===== config.mk =====
export PLATFORM = sky130hd
export DESIGN_NAME = led_pattern_gen
export DESIGN_NICKNAME = d
export VERILOG_FILES = /design/src/rtl/led_pattern_gen.sv
export SDC_FILE = /design/constraint.sdc
export NUM_CORES = 1
export LEC_CHECK = 0
export BUFFER_PORTS_ARGS = -buffer_cell sky130_fd_sc_hd__buf_2
export CORE_AREA = 2 2 64 66
export DETAILED_ROUTE_END_ITERATION = 10
export DIE_AREA = 0 0 66 68
export GPL_TIMING_DRIVEN = 0
export PLACE_DENSITY_LB_ADDON = 0.05
export REMOVE_ABC_BUFFERS = 1
export SLEW_MARGIN = 0
export SYNTH_ARGS = -nofsm -noshare
export SYNTH_HDL_FRONTEND = slang
export SYNTH_SLANG_ARGS = --single-unit

===== constraint.sdc =====
create_clock -name clk -period 4.3 [get_ports clk]
set_clock_uncertainty 0.1 [all_clocks]
set_input_delay 0.86 -clock clk [delete_from_list [all_inputs] [get_ports clk]]
set_output_delay 0.86 -clock clk [all_outputs]
set_load 0.1 [all_outputs]

===== src/rtl/led_pattern_gen.sv =====
// Active-low LED pattern generator: clock-enable divider steps one of four patterns.
// Optional build macro SPEED_SEL_EN adds a speed[1:0] port that shortens the step period to DIV_N >> speed.
module led_pattern_gen #(
  parameter int WIDTH = 8,
  parameter int DIV_N = 12000000,
  parameter int CNT_W = 32
) (
  input  logic             clk,
  input  logic             rst,
  input  logic             en,
  input  logic [1:0]       mode,
`ifdef SPEED_SEL_EN
  input  logic [1:0]       speed,
`endif
  output logic [WIDTH-1:0] led,
  output logic             step
);

  typedef enum logic [1:0] {
    MODE_ROR    = 2'b00,
    MODE_ROL    = 2'b01,
    MODE_BOUNCE = 2'b10,
    MODE_BAR    = 2'b11
  } mode_t;

  typedef enum logic {
    DIR_LEFT  = 1'b0,
    DIR_RIGHT = 1'b1
  } dir_t;

  localparam logic [CNT_W-1:0] DIV_FULL = CNT_W'(DIV_N);

  logic [CNT_W-1:0] cnt;
  logic [CNT_W-1:0] period;
  mode_t            mode_q;
  dir_t             dir;
  logic [1:0]       speed_q;
  logic             speed_chg;
  logic             mode_chg;
  logic             wrap;
  logic [WIDTH-1:0] led_nxt;
  dir_t             dir_nxt;

  // Bar-fill starts dark; every other mode starts with bit 0 lit.
  function automatic logic [WIDTH-1:0] seed(input logic [1:0] m);
    if (m == MODE_BAR) return '1;
    return ~WIDTH'(1);
  endfunction

`ifdef SPEED_SEL_EN
  assign speed_chg = (speed != speed_q);
`else
  assign speed_q   = 2'd0;
  assign speed_chg = 1'b0;
`endif

  assign period   = DIV_FULL >> speed_q;
  assign mode_chg = (mode != mode_q);
  assign wrap     = (cnt == period - 1'b1);

  // NOTE: every signal assigned in always_comb gets a default first, so no latch is inferred.
  always_comb begin
    led_nxt = led;
    dir_nxt = dir;
    unique case (mode_q)
      MODE_ROR: led_nxt = {led[0], led[WIDTH-1:1]};
      MODE_ROL: led_nxt = {led[WIDTH-2:0], led[WIDTH-1]};
      MODE_BOUNCE: begin
        if (dir == DIR_LEFT) begin
          led_nxt = {led[WIDTH-2:0], led[WIDTH-1]};
          if (!led_nxt[WIDTH-1]) dir_nxt = DIR_RIGHT;
        end else begin
          led_nxt = {led[0], led[WIDTH-1:1]};
          if (!led_nxt[0]) dir_nxt = DIR_LEFT;
        end
      end
      MODE_BAR: led_nxt = (led == '0) ? '1 : {led[WIDTH-2:0], 1'b0};
      default: led_nxt = led;
    endcase
  end

  // NOTE: sequential state uses non-blocking assignments so every register samples pre-edge values.
  always_ff @(posedge clk) begin
    if (rst) begin
      cnt    <= '0;
      step   <= 1'b0;
      mode_q <= mode_t'(mode);
      dir    <= DIR_LEFT;
      led    <= seed(mode);
`ifdef SPEED_SEL_EN
      speed_q <= speed;
`endif
    end else if (mode_chg) begin
      // A mode change overrides a coincident wrap; no step is taken.
      mode_q <= mode_t'(mode);
      led    <= seed(mode);
      cnt    <= '0;
      dir    <= DIR_LEFT;
      step   <= 1'b0;
`ifdef SPEED_SEL_EN
      speed_q <= speed;
`endif
    end else if (speed_chg) begin
`ifdef SPEED_SEL_EN
      speed_q <= speed;
`endif
      cnt  <= '0;
      step <= 1'b0;
    end else if (!en) begin
      step <= 1'b0;
    end else if (wrap) begin
      cnt  <= '0;
      led  <= led_nxt;
      dir  <= dir_nxt;
      step <= 1'b1;
    end else begin
      cnt  <= cnt + 1'b1;
      step <= 1'b0;
    end
  end

endmodule


# After elaboration in Yosys (flattened, before gate mapping)
# Cells that the tools add are included.
# totals
regBits	44
input_bits	5
out_inout_bits	9
wordCells	43
# op_classes
addsub	1
n_eq_ne	6
muxes	21
n_bitwise	1
n_reduce_logical	9
# op_table
cell	n
$mux 8	9
$add 32x1->32 const B	1
$eq 32x24->1 const B	1
$mux 32	1
$pmux 8 s4	1
$logic_not 8->1	1
$mux 1	8
$eq 2x2->1 const B	3
$reduce_bool 3->1	2
$mux 2	2
$reduce_and 3->1	1
$reduce_or 3->1	1
$eq 2x1->1 const B	1
$logic_not 2->1	1
$ne 2x2->1	1
$reduce_and 2->1	1
$reduce_bool 2->1	1
$reduce_or 2->1	1
$not 1->1	1

# Longest topological paths before layout
# Gate-level depths: netlist of the first run.
# depth
depth_word	7
ltp_mapped	7
depth_no_buf	5

# Worst setup path before layout of the first run
# Ideal clock, no wire load.
# synth_timing
path_type	in2reg
from	in en
to	reg led[0], enable pin
t_arrival_ps	2051
t_required_ps	3891
path_slack_ps	1839
path_stages	5
n_path_buf	1
cell_sequence	buf_2 -> nand2_1 -> or4_4 -> nor3_1 -> or2_2
# synth_via
elab_chain_len	2
# synth_rtl
item	line_no	source
from (decl)	10	input logic en,
$reduce_bool 3->1 (no source line)	n/a	
$reduce_and 2->1 (no source line)	n/a	
to (signal assigned)	89	led <= seed(mode);
to (signal assigned)	96	led <= seed(mode);
to (signal assigned)	113	led <= led_nxt;
to (decl)	15	output logic [WIDTH-1:0] led,
# No other way between the ends.
# A chain may end at the register's enable or synchronous reset.

# Final worst setup path of the first run
# layout_timing
from	reg cnt[15]
to	reg led[0], enable pin
# layout_via
elab_chain_len	3
# layout_rtl
item	line_no	source
from (decl)	33	logic [CNT_W-1:0] cnt;
from (signal assigned)	117	cnt <= cnt + 1'b1;
$eq 32x24->1	59	assign wrap = (cnt == period - 1'b1);
$reduce_bool 3->1 (no source line)	n/a	
$reduce_and 2->1 (no source line)	n/a	
# No other way between the ends.

==> run_results.csv, run 1 <==
group,metric,value,unit
timing,worst_slack,1565,ps
clock_tree,cts.clk_slew.worst_paths,90,ps
floorplan,start_util,0.5921,
drt,vias_per_cell,6.373,
drt,wl_per_cell,15.85,um
yosys,seq_area_frac_synth,0.4296,
drt,first_pass_iters,4,
global_routing,antenna_found_initial,0,
drt,drcViolationCount,0,
power_and_ir_drop,clockPowerShare,0.386,
global_routing,use_met3,0.04934,
critical_path,critPathLaunchType,"flip-flop",
timing,setup_violations,0,
placement,place.gp.congestion,0.7986,
final_layout,syn2layout_area_growth,8.548,%
timing,fin_crit_sh,0.6361,
global_routing,grt-ovfl-total,0,
critical_path,critical-path-max-stage-delay,580,ps
final_layout,antenna_cells,0,
global_routing,first_global_vias,1695,
floorplan,ios,14,
power_and_ir_drop,intPower,0.6156,mW
power_and_ir_drop,pwr-share-comb,0.082,
placement,portBuffers,13,
power_and_ir_drop,p_seq_frac,0.532,
floorplan,dieWidth,66,um
global_routing,grtUsageMet2,0.3649,
yosys,synth.area.top_cells,"dfxtp_1 (30%), edfxtp_1 (13%), xor2_1 (5.4%)",
clock_tree,insertion_delay,300,ps
yosys,synth.most_common_cell,"dfxtp_1",
power_and_ir_drop,power.share.switching,0.2521,
critical_path,required,4200,ps
outcome,outcome,"finished clean",
yosys,synth_area,0.002283,mm2
floorplan,fp.dieH,68,um
drt,num_vias,1982,
yosys,synth.top_cell.area_share,0.2981,
timing,rsz0062_at_grt,"false",
critical_path,path_cells,"or4_1, or4_4, nor3_2, buf_6, or2_2",
drt,drtIter0Drc,219,
global_routing,grtUsageTotal,0.2350,
yosys,ys_ff_latch,44,
timing,period_needed,2735,ps
hold_path,hp-class,"flip-flop to flip-flop",
clock_tree,cts_tree,"built",
critical_path,worstPathArrival,2640,ps
floorplan,rows,23,
critical_path,worst_path_max_delay_cell,"or4_4",
placement,dp_hpwl,3382,um
timing,hold_violations,0,
clock_tree,clkSinkCount,44,
critical_path,criticalPathCategory,"flip-flop to flip-flop",
power_and_ir_drop,irDropWorstVdd,0.2585,mV
power_and_ir_drop,switchingPower,0.2075,mW
yosys,synth_edf_count,10,
floorplan,dieArea,0.004488,mm2
yosys,yosysWarnings,0,
flow_run,drv_cap,0,
final_layout,fin_nets,266,
critical_path,crit_fanout,12,
clock_tree,htreeDepth,2,
power_and_ir_drop,power_density,332.1,mW/mm2
clock_tree,clockBufferDepth,2,
yosys,synth_area_leader_cell,"dfxtp_1",
power_and_ir_drop,total_power,0.8231,mW
yosys,syn_inst,256,
global_routing,grt_max_degree,42,
global_routing,busiest_layer,"met2",
floorplan,core,0.003856,mm2
critical_path,reg2reg_slack,1560,ps
final_layout,fillers,330,
timing,max_freq,0.3656,GHz
drt,ant_nets,0,
clock_tree,cts_repair_resize_count,0,
placement,placedCellCount,303,
critical_path,endpoint_kind,"flip-flop",
timing,slew_viol_final,0,
final_layout,drive_gt1_frac,0.1149,
placement,placed_area,0.002366,mm2
timing,relSlewSlack,0.5016,
yosys,syn_avg_cell_area,8.920,um2
final_layout,fin_area,0.002479,mm2
placement,post-place-ws,1204,ps
clock_tree,cts_root_buf,"clkbuf_8",
global_routing,grt_first_pass_wirelength,8121,um
clock_tree,cts_made_buffers,5,
clock_tree,cts_setup_buffers,0,
final_layout,final_cells,311,
yosys,async_reset_ff_frac,0,
yosys,synth_common_cells,"dfxtp_1 (34), nor3_1 (23), nand2_1 (22), nand4_1 (17)",
timing,tightest_slew,747.6,ps
drt,routed_wl,4929,um
clock_tree,holdBufCountCts,0,
yosys,synth_ff_type,"dfxtp_1",
global_routing,met1_usage,0.3361,
power_and_ir_drop,leakage,0.7178,nW
yosys,synth_cell_type_count,32,
[cell type report]
type	count	area, um2	area share
clock buffers	5	68.82	0.02776
multi-input cells	194	1236	0.4987
repair buffers	15	87.58	0.03534
well taps	50	62.56	0.02524
clock inverters	3	42.54	0.01716
flip-flops and latches	44	980.9	0.3958
[layer usage]
layer / wire length [um] / part of all wire
met4: 25 / 0.0051
met3: 147 / 0.030
met2: 2234 / 0.45
met5: 0 / 0
met1: 2522 / 0.51
[state kept, by name, summed over array words and instances, names as in the netlist]
name	flops
dir	1
led	8
step	1
cnt	32
mode_q	2
[per-stage QoR]
stage / utilization / hold slack (ps) / TNS, ps
after floorplan: - / 352.3 / 0
after global placement: 0.6064 / 369.4 / -19060
after detailed placement: 0.6136 / 374.9 / 0
after CTS: 0.6424 / 386.8 / 0
after global routing: 0.6428 / 441.2 / 0
final: 0.6428 / 385.4 / 0
[power groups by stage]
stage / clock, mW / combinational (mW) / sequential [mW]
5_1_grt: 0.337 / 0.0725 / 0.440
3_3_place_gp: 0 / 0.0668 / 0.448
2_1_floorplan: 0 / 0.0253 / 0.474
4_1_cts: 0.324 / 0.0675 / 0.438
6_report: 0.317 / 0.0675 / 0.438
3_5_place_dp: 0 / 0.0673 / 0.448
[path summary, 6_finish.rpt]
check                  startpoint          endpoint  depth (start not counted)
max reg2reg  cnt[15]$_SDFFE_PP0P_  led[0]$_DFFE_PP_                          5
max          cnt[15]$_SDFFE_PP0P_  led[0]$_DFFE_PP_                          5
min reg2reg      dir$_SDFFE_PP0P_  dir$_SDFFE_PP0P_                          2
min              dir$_SDFFE_PP0P_  dir$_SDFFE_PP0P_                          2
[logic make-up (layout without fill, tap and decap cells)]
family	after synthesis	in the layout	share of synthesized area
compound gates	48	48	0.1408
xor+xnor	15	15	0.05754
fa+ha+maj	1	1	0.005479
buf+inv	18	23	0.03178
flops	44	44	0.4296
mux	1	1	0.004384
simple gates	129	129	0.3304
[cells in the final DEF (no fill, tap or decap), drive strengths merged, types with 2 or more instances in the layout]
| cell type | count |
|---|---|
| dfxtp | 34 |
| nor3 | 23 |
| nand2 | 22 |
| nand4 | 17 |
| nand3 | 16 |
| a211oi | 16 |
| or4 | 16 |
| buf | 15 |
| xor2 | 14 |
| o31ai | 12 |
| o21ai | 11 |
| edfxtp | 10 |
| and4 | 9 |
| a21oi | 5 |
| clkbuf | 5 |
| or3 | 5 |
| and3 | 4 |
| nor2 | 4 |
| o21bai | 3 |
| and2 | 3 |
| nor4b | 2 |
| nor4 | 2 |
| or2 | 2 |
| or4b | 2 |
[critical path, delay by kind of cell, from the launching register on]
kind	cells	cell delay [ps]
buf+inv	1	240
simple gates	4	1720
flops	1	380
Note: power is estimated with default switching activity, not from simulation.
==> inputs of run 2 (changes only) <==
--- a/config.mk
+++ b/config.mk
@@ -6,9 +6,9 @@
 export NUM_CORES = 1
 export LEC_CHECK = 0
 export BUFFER_PORTS_ARGS = -buffer_cell sky130_fd_sc_hd__buf_2
-export CORE_AREA = 2 2 64 66
+export CORE_AREA = 2 2 69 71
 export DETAILED_ROUTE_END_ITERATION = 10
-export DIE_AREA = 0 0 66 68
+export DIE_AREA = 0 0 71 73
 export GPL_TIMING_DRIVEN = 0
 export PLACE_DENSITY_LB_ADDON = 0.05
 export REMOVE_ABC_BUFFERS = 1
==> constraint.sdc (replaced) <==
create_clock -name clk -period 2.5 [get_ports clk]
set_clock_uncertainty 0.1 [all_clocks]
set_input_delay 0.5 -clock clk [delete_from_list [all_inputs] [get_ports clk]]
set_output_delay 0.5 -clock clk [all_outputs]
set_load 0.1 [all_outputs]
==> run 2 against run 1 <==
  * Combinational power grew 76%
  * Maximum frequency grew 15%
  * Power grew 75%
  * Final area grew 1.2%
  * Highest routed layer unchanged
  * Via count grew 1.2%
  * Sequential share of layout area shrank 0.45 points
  * Largest power group unchanged
  * Non-clock buffer count grew 1
  * Register-to-register slack lost 1400 ps
  * Core utilization shrank 9.0 points
  * Final cell count grew 1.6%
  * Flip-flop and latch count is the same
==> run_results.csv, run 2 (same netlist as run 1, synthesis figures left out) <==
group,metric,value,unit
final_layout,largest_register_ffs,32,
critical_path,r2r_cells,5,
placement,portBuffers,13,
final_layout,fillers,417,
timing,max_freq,0.4193,GHz
critical_path,regToRegEndpoint,"led[0]$_DFFE_PP_",
clock_tree,cts_root_buf,"clkbuf_8",
critical_path,criticalPathCategory,"flip-flop to flip-flop",
drt,wl_per_cell,16.09,um
drt,ant_nets,0,
timing,fin_crit_sh,0.9540,
drt,num_vias,2005,
global_routing,grt-ovfl-total,0,
final_layout,antenna_cells,0,
critical_path,required,2410,ps
final_layout,final_common_cell,"dfxtp_1",
flow_run,drv_cap,0,
final_layout,final_cells,316,
timing,worst_slack,114.9,ps
clock_tree,htreeDepth,2,
placement,dp_hpwl,3432,um
floorplan,core,0.004536,mm2
global_routing,antenna_found_initial,0,
timing,slew_viol_final,0,
placement,placedCellCount,307,
critical_path,critPathLaunchType,"flip-flop",
floorplan,dieArea,0.005183,mm2
critical_path,endpoint_kind,"flip-flop",
final_layout,drive_gt1_frac,0.1221,
global_routing,use_met3,0.04834,
final_layout,fin_area,0.002507,mm2
placement,placed_area,0.002371,mm2
timing,relSlewSlack,0.6313,
critical_path,crit_fanout,10,
timing,rsz0062_at_grt,"false",
critical_path,crit_start,"cnt[15]$_SDFFE_PP0P_",
final_layout,final_cell_mix,"dfxtp_1 (34), nand2_1 (22), nor3_1 (22)",
final_layout,syn2layout_area_growth,9.808,%
floorplan,start_util,0.5034,
timing,fin_setup_tns,0,ps
critical_path,worstPathArrival,2300,ps
global_routing,grt_max_degree,42,
global_routing,grtUsageTotal,0.2142,
critical_path,endpoint,"led[0]$_DFFE_PP_",
drt,drtIter0Drc,128,
floorplan,fp.dieH,73,um
drt,drcViolationCount,0,
power_and_ir_drop,leakage,0.7472,nW
timing,setup_violations,0,
clock_tree,cts.clk_slew.worst_paths,90,ps
global_routing,grtUsageMet2,0.3094,
power_and_ir_drop,power_density,573.6,mW/mm2
final_layout,largest_register,"cnt",
placement,place.gp.congestion,0.8196,
clock_tree,cts_made_buffers,5,
drt,routed_wl,5083,um
floorplan,ios,14,
clock_tree,clockBufferDepth,2,
power_and_ir_drop,irDropWorstVdd,0.2591,mV
floorplan,dieWidth,71,um
critical_path,rr_startpoint,"cnt[15]$_SDFFE_PP0P_",
clock_tree,holdBufCountCts,0,
global_routing,first_global_vias,1793,
clock_tree,insertion_delay,300,ps
drt,vias_per_cell,6.345,
critical_path,reg2reg_slack,110,ps
hold_path,hp-class,"input pin to flip-flop",
final_layout,largestRegisters,"cnt (32), led (8), mode_q (2)",
outcome,outcome,"finished clean",
floorplan,rows,25,
global_routing,grt_first_pass_wirelength,8749,um
clock_tree,clkSinkCount,44,
global_routing,busiest_layer,"met1",
placement,post-place-ws,-513.8,ps
clock_tree,cts_tree,"built",
timing,hold_violations,0,
final_layout,fin_nets,267,
timing,tightest_slew,551.8,ps
global_routing,met1_usage,0.3106,
drt,first_pass_iters,4,
timing,period_needed,2385,ps
[run 2: worst min path at each step]
stage / start / endpoint / slack, ps / depth (start not counted)
global placement: dir$_SDFFE_PP0P_ / dir$_SDFFE_PP0P_ / 370 / 2
detailed placement: dir$_SDFFE_PP0P_ / dir$_SDFFE_PP0P_ / 370 / 2
global route: mode[0] / mode_q[0]$_DFFE_PP_ / 310 / 1
floorplan: dir$_SDFFE_PP0P_ / dir$_SDFFE_PP0P_ / 350 / 2
finish: mode[0] / mode_q[0]$_DFFE_PP_ / 310 / 1
CTS: mode[0] / mode_q[0]$_DFFE_PP_ / 300 / 1
[run 2: routing by layer]
| layer | part of all wire | up-vias |
|---|---|---|
| met5 | 0 | - |
| met4 | 0.0061 | 0 |
| met3 | 0.032 | 2 |
| met2 | 0.45 | 29 |
| met1 | 0.52 | 962 |
| li1 | - | 1012 |
[run 2: timing repair]
action / CTS / global route
buffers inserted: 1 / 0
endpoints found under the setup margin: 41 / 9
pin swaps: 1 / 1
gates resized for setup: 4 / 1
[run 2: metrics by stage]
step	util	hold slack, ps	total power [mW]
6_report	0.5528	314.0	1.438
5_1_grt	0.5528	306.0	1.497
4_1_cts	0.5526	297.1	1.460
3_5_place_dp	0.5228	372.3	0.8879
3_3_place_gp	0.5167	371.0	0.8874
2_1_floorplan	-	352.3	0.8599
[run 2: worst max-delay path, cell delays in order (launching register included)]
cell and delay (ps):
dfxtp_1 380, or4_1 480, or4_4 590, nor3_4 180, buf_6 170, or2_4 190
[run 2: area by class of cell]
class	instances	area, um2	area share
flip-flops and latches	44	980.9	0.3912
multi-input cells	194	1250	0.4985
clock inverters	3	45.04	0.01796
clock buffers	5	68.82	0.02745
repair buffers	16	95.09	0.03792
well taps	54	67.56	0.02695
[run 2: where the power goes]
part | total (mW) | switching (mW) | internal [mW]
Clock | 0.566 | 0.264 | 0.302
Combinational | 0.119 | 0.0934 | 0.0254
Sequential | 0.754 | 0.0143 | 0.740
Total | 1.44 | 0.371 | 1.07
==> inputs of run 3 (changes only) <==
--- a/config.mk
+++ b/config.mk
@@ -5,10 +5,11 @@
 export SDC_FILE = /design/constraint.sdc
 export NUM_CORES = 1
 export LEC_CHECK = 0
+export ABC_AREA = 1
 export BUFFER_PORTS_ARGS = -buffer_cell sky130_fd_sc_hd__buf_2
-export CORE_AREA = 2 2 69 71
+export CORE_AREA = 2 2 71 73
 export DETAILED_ROUTE_END_ITERATION = 10
-export DIE_AREA = 0 0 71 73
+export DIE_AREA = 0 0 73 75
 export GPL_TIMING_DRIVEN = 0
 export PLACE_DENSITY_LB_ADDON = 0.05
 export REMOVE_ABC_BUFFERS = 1
==> run 3 against run 2 <==
  * Area after synthesis increased by 8.3%
  * Combinational power fell by 8%
  * Worst hold slack better by 1.7 ps
  * Via count rose by 8.4%
  * First-iteration DRC count decreased by 17%
  * Maximum frequency up 8.9%
  * Critical endpoint unchanged
==> run_results.csv, run 3 <==
group,metric,value,unit
timing,period_needed,2191,ps
timing,rsz0062_at_grt,"false",
power_and_ir_drop,pwr-share-comb,0.084,
power_and_ir_drop,power_density,489.4,mW/mm2
global_routing,antenna_found_initial,0,
critical_path,r2r_cells,5,
final_layout,fillers,465,
flow_run,drv_cap,0,
critical_path,worstPathArrival,2080,ps
critical_path,required,2390,ps
final_layout,fin_area,0.002656,mm2
critical_path,critical-path-max-stage-delay,510,ps
timing,fin_crit_sh,0.8764,
yosys,synth_fa_ha_area_frac,0.005061,
floorplan,start_util,0.5305,
critical_path,worst_path_max_delay_cell,"edfxtp_1",
drt,wl_per_cell,11.65,um
clock_tree,htreeDepth,2,
yosys,synth_xor_area_frac,0.03897,
final_layout,largest_register,"cnt",
critical_path,crit_fanout,17,
critical_path,endpoint,"led[0]$_DFFE_PP_",
clock_tree,cts_tree,"built",
drt,drcViolationCount,0,
yosys,synth_top_family_by_area,"simple AND/OR/NAND/NOR gates",
placement,portBuffers,13,
critical_path,cp.depth,5,
yosys,synth.top_cell.area_share,0.2753,
critical_path,crit_start,"mode_q[0]$_DFFE_PP_",
drt,first_pass_iters,4,
critical_path,rr_startpoint,"mode_q[0]$_DFFE_PP_",
yosys,synth_edf_count,10,
global_routing,grt_max_degree,19,
power_and_ir_drop,irDropWorstVdd,0.3407,mV
clock_tree,cts.clk_slew.worst_paths,80,ps
final_layout,final_common_cell,"nand2_1",
yosys,yosys.area_share.simple,0.4099,
clock_tree,cts_setup_buffers,0,
power_and_ir_drop,power.share.switching,0.2680,
power_and_ir_drop,p_seq_frac,0.575,
final_layout,fin_nets,381,
placement,place.gp.congestion,0.8392,
floorplan,ios,14,
yosys,synth_area,0.002472,mm2
floorplan,dieArea,0.005475,mm2
hold_path,hp-class,"input pin to flip-flop",
timing,hold_violations,0,
yosys,syn_inst,360,
timing,slew_viol_final,0,
yosys,synth_compound_area_frac,0.06883,
placement,dp_hpwl,3753,um
yosys,yosysWarnings,0,
yosys,synth.mux.area_fraction,0,
yosys,seq_area_frac_synth,0.3968,
final_layout,antenna_cells,0,
power_and_ir_drop,switchingPower,0.3485,mW
clock_tree,clkSinkCount,44,
final_layout,final_cell_mix,"nand2_1 (91), nor2_1 (79), inv_1 (42)",
final_layout,largestRegisters,"cnt (32), led (8), mode_q (2)",
clock_tree,cts_root_buf,"clkbuf_8",
outcome,outcome,"finished clean",
clock_tree,cts_repair_resize_count,0,
yosys,synth_area_leader_cell,"dfxtp_1",
yosys,synth_cell_type_count,33,
drt,ant_nets,0,
clock_tree,holdBufCountCts,0,
clock_tree,cts_made_buffers,5,
yosys,async_reset_ff_frac,0,
floorplan,dieWidth,73,um
timing,relSlewSlack,0.4181,
yosys,synth.area.top_cells,"dfxtp_1 (28%), nand2_1 (14%), edfxtp_1 (12%)",
yosys,synth_ff_type,"dfxtp_1",
final_layout,syn2layout_area_growth,7.439,%
power_and_ir_drop,clockPowerShare,0.342,
yosys,synth_common_cells,"nand2_1 (91), nor2_1 (79), inv_1 (42), dfxtp_1 (34), nand3_1 (26)",
yosys,ys_ff_latch,44,
final_layout,drive_gt1_frac,0.09840,
yosys,synth.most_common_cell,"nand2_1",
floorplan,fp.dieH,75,um
critical_path,cp_top_family,"flip-flops",
critical_path,criticalPathCategory,"flip-flop to flip-flop",
critical_path,critPathLaunchType,"flip-flop",
global_routing,grtUsageTotal,0.1981,
placement,placed_area,0.002569,mm2
final_layout,largest_register_ffs,32,
timing,setup_violations,0,
timing,tightest_slew,872.9,ps
floorplan,core,0.004661,mm2
critical_path,endpoint_kind,"flip-flop",
critical_path,path_cells,"nand2_1, inv_1, o21ai_2, clkinv_2, nand2_4",
clock_tree,insertion_delay,310,ps
global_routing,grt_first_pass_wirelength,8293,um
power_and_ir_drop,intPower,0.9516,mW
floorplan,rows,25,
clock_tree,clockBufferDepth,2,
global_routing,first_global_vias,1917,
drt,vias_per_cell,5.053,
power_and_ir_drop,leakage,1.064,nW
yosys,syn_avg_cell_area,6.868,um2
critical_path,regToRegEndpoint,"led[0]$_DFFE_PP_",
critical_path,reg2reg_slack,310,ps
timing,fin_setup_tns,0,ps
critical_path,critical_path_buf_inv_count,2,
drt,drtIter0Drc,106,
timing,max_freq,0.4564,GHz
drt,num_vias,2173,
global_routing,grt-ovfl-total,0,
drt,routed_wl,5008,um
## run 3: cell count changes after synthesis, moves of 7 or more
cell	before	now
nor2_1	4	79
nand2_1	22	91
inv_1	0	42
a211oi_1	16	0
or4_1	15	0
nor3_1	23	10
nand4_1	17	5
o31ai_1	12	0
clkbuf_1	11	1
nand3_1	16	26
and4_1	9	0
o21ai_0	11	2
xor2_1	14	5
a21oi_1	5	12
## run 3: worst min path at each step
stage | from | end | slack, ps | depth (start not counted)
final | mode[0] | mode_q[0]$_DFFE_PP_ | 320 | 1
after global routing | mode[1] | mode_q[1]$_DFFE_PP_ | 320 | 1
after CTS | mode[0] | mode_q[0]$_DFFE_PP_ | 310 | 1
after detailed placement | cnt[1]$_SDFFE_PP0P_ | cnt[1]$_SDFFE_PP0P_ | 400 | 2
after global placement | cnt[1]$_SDFFE_PP0P_ | cnt[1]$_SDFFE_PP0P_ | 390 | 2
after floorplan | cnt[9]$_SDFFE_PP0P_ | cnt[9]$_SDFFE_PP0P_ | 370 | 2
## run 3: power groups by stage
stage | logic [mW] | registers [mW] | clock network, mW
2_1_floorplan | 0.0462 | 0.800 | 0
3_3_place_gp | 0.109 | 0.764 | 0
3_5_place_dp | 0.109 | 0.764 | 0
4_1_cts | 0.110 | 0.747 | 0.459
5_1_grt | 0.120 | 0.749 | 0.481
6_report | 0.109 | 0.747 | 0.444
## run 3: area by class of cell
| cell class | instances | area (um2) | area share |
|---|---|---|---|
| multi-input combinational | 268 | 1292 | 0.4866 |
| sequential | 44 | 980.9 | 0.3693 |
| inverter | 43 | 162.7 | 0.06123 |
| clock buffer | 5 | 68.82 | 0.02591 |
| tap | 54 | 67.56 | 0.02544 |
| timing repair buffer | 13 | 65.06 | 0.02449 |
| clock inverter | 3 | 18.77 | 0.007065 |
## run 3: stage by stage
step           instances  setup slack, ps  utilization  hold WS (ps)  total power [mW]
6_report             430            308.9       0.5699         315.8             1.300
5_1_grt              430            148.8       0.5699         319.1             1.350
4_1_cts              430            278.4       0.5699         313.2             1.316
3_5_place_dp         422            201.0       0.5511         403.5            0.8734
3_3_place_gp         422            200.5       0.5511         394.4            0.8726
2_1_floorplan        355            553.7            -         371.7            0.8458
## run 3: worst reg2reg max path, stage by stage, from the launching register on
cell and delay (ps):
edfxtp_1 510, nand2_1 100, inv_1 50, o21ai_2 500
clkinv_2 330, nand2_4 300
## run 3: cells by family after synthesis
group,count (synthesis)
buffers and inverters,48
adder cells (fa/ha/maj),1
XOR/XNOR,11
AO/OA/AOI/OAI,26
flip-flops,44
AND/OR/NAND/NOR,230
## run 3: per-layer routing
layer / GRT usage / vias up / share of wire
met5: 0 / - / 0
met1: 0.2439 / 948 / 0.48
li1: - / 1177 / -
met2: 0.3363 / 38 / 0.46
met4: 0.08642 / 0 / 0.021
met3: 0.04150 / 10 / 0.030
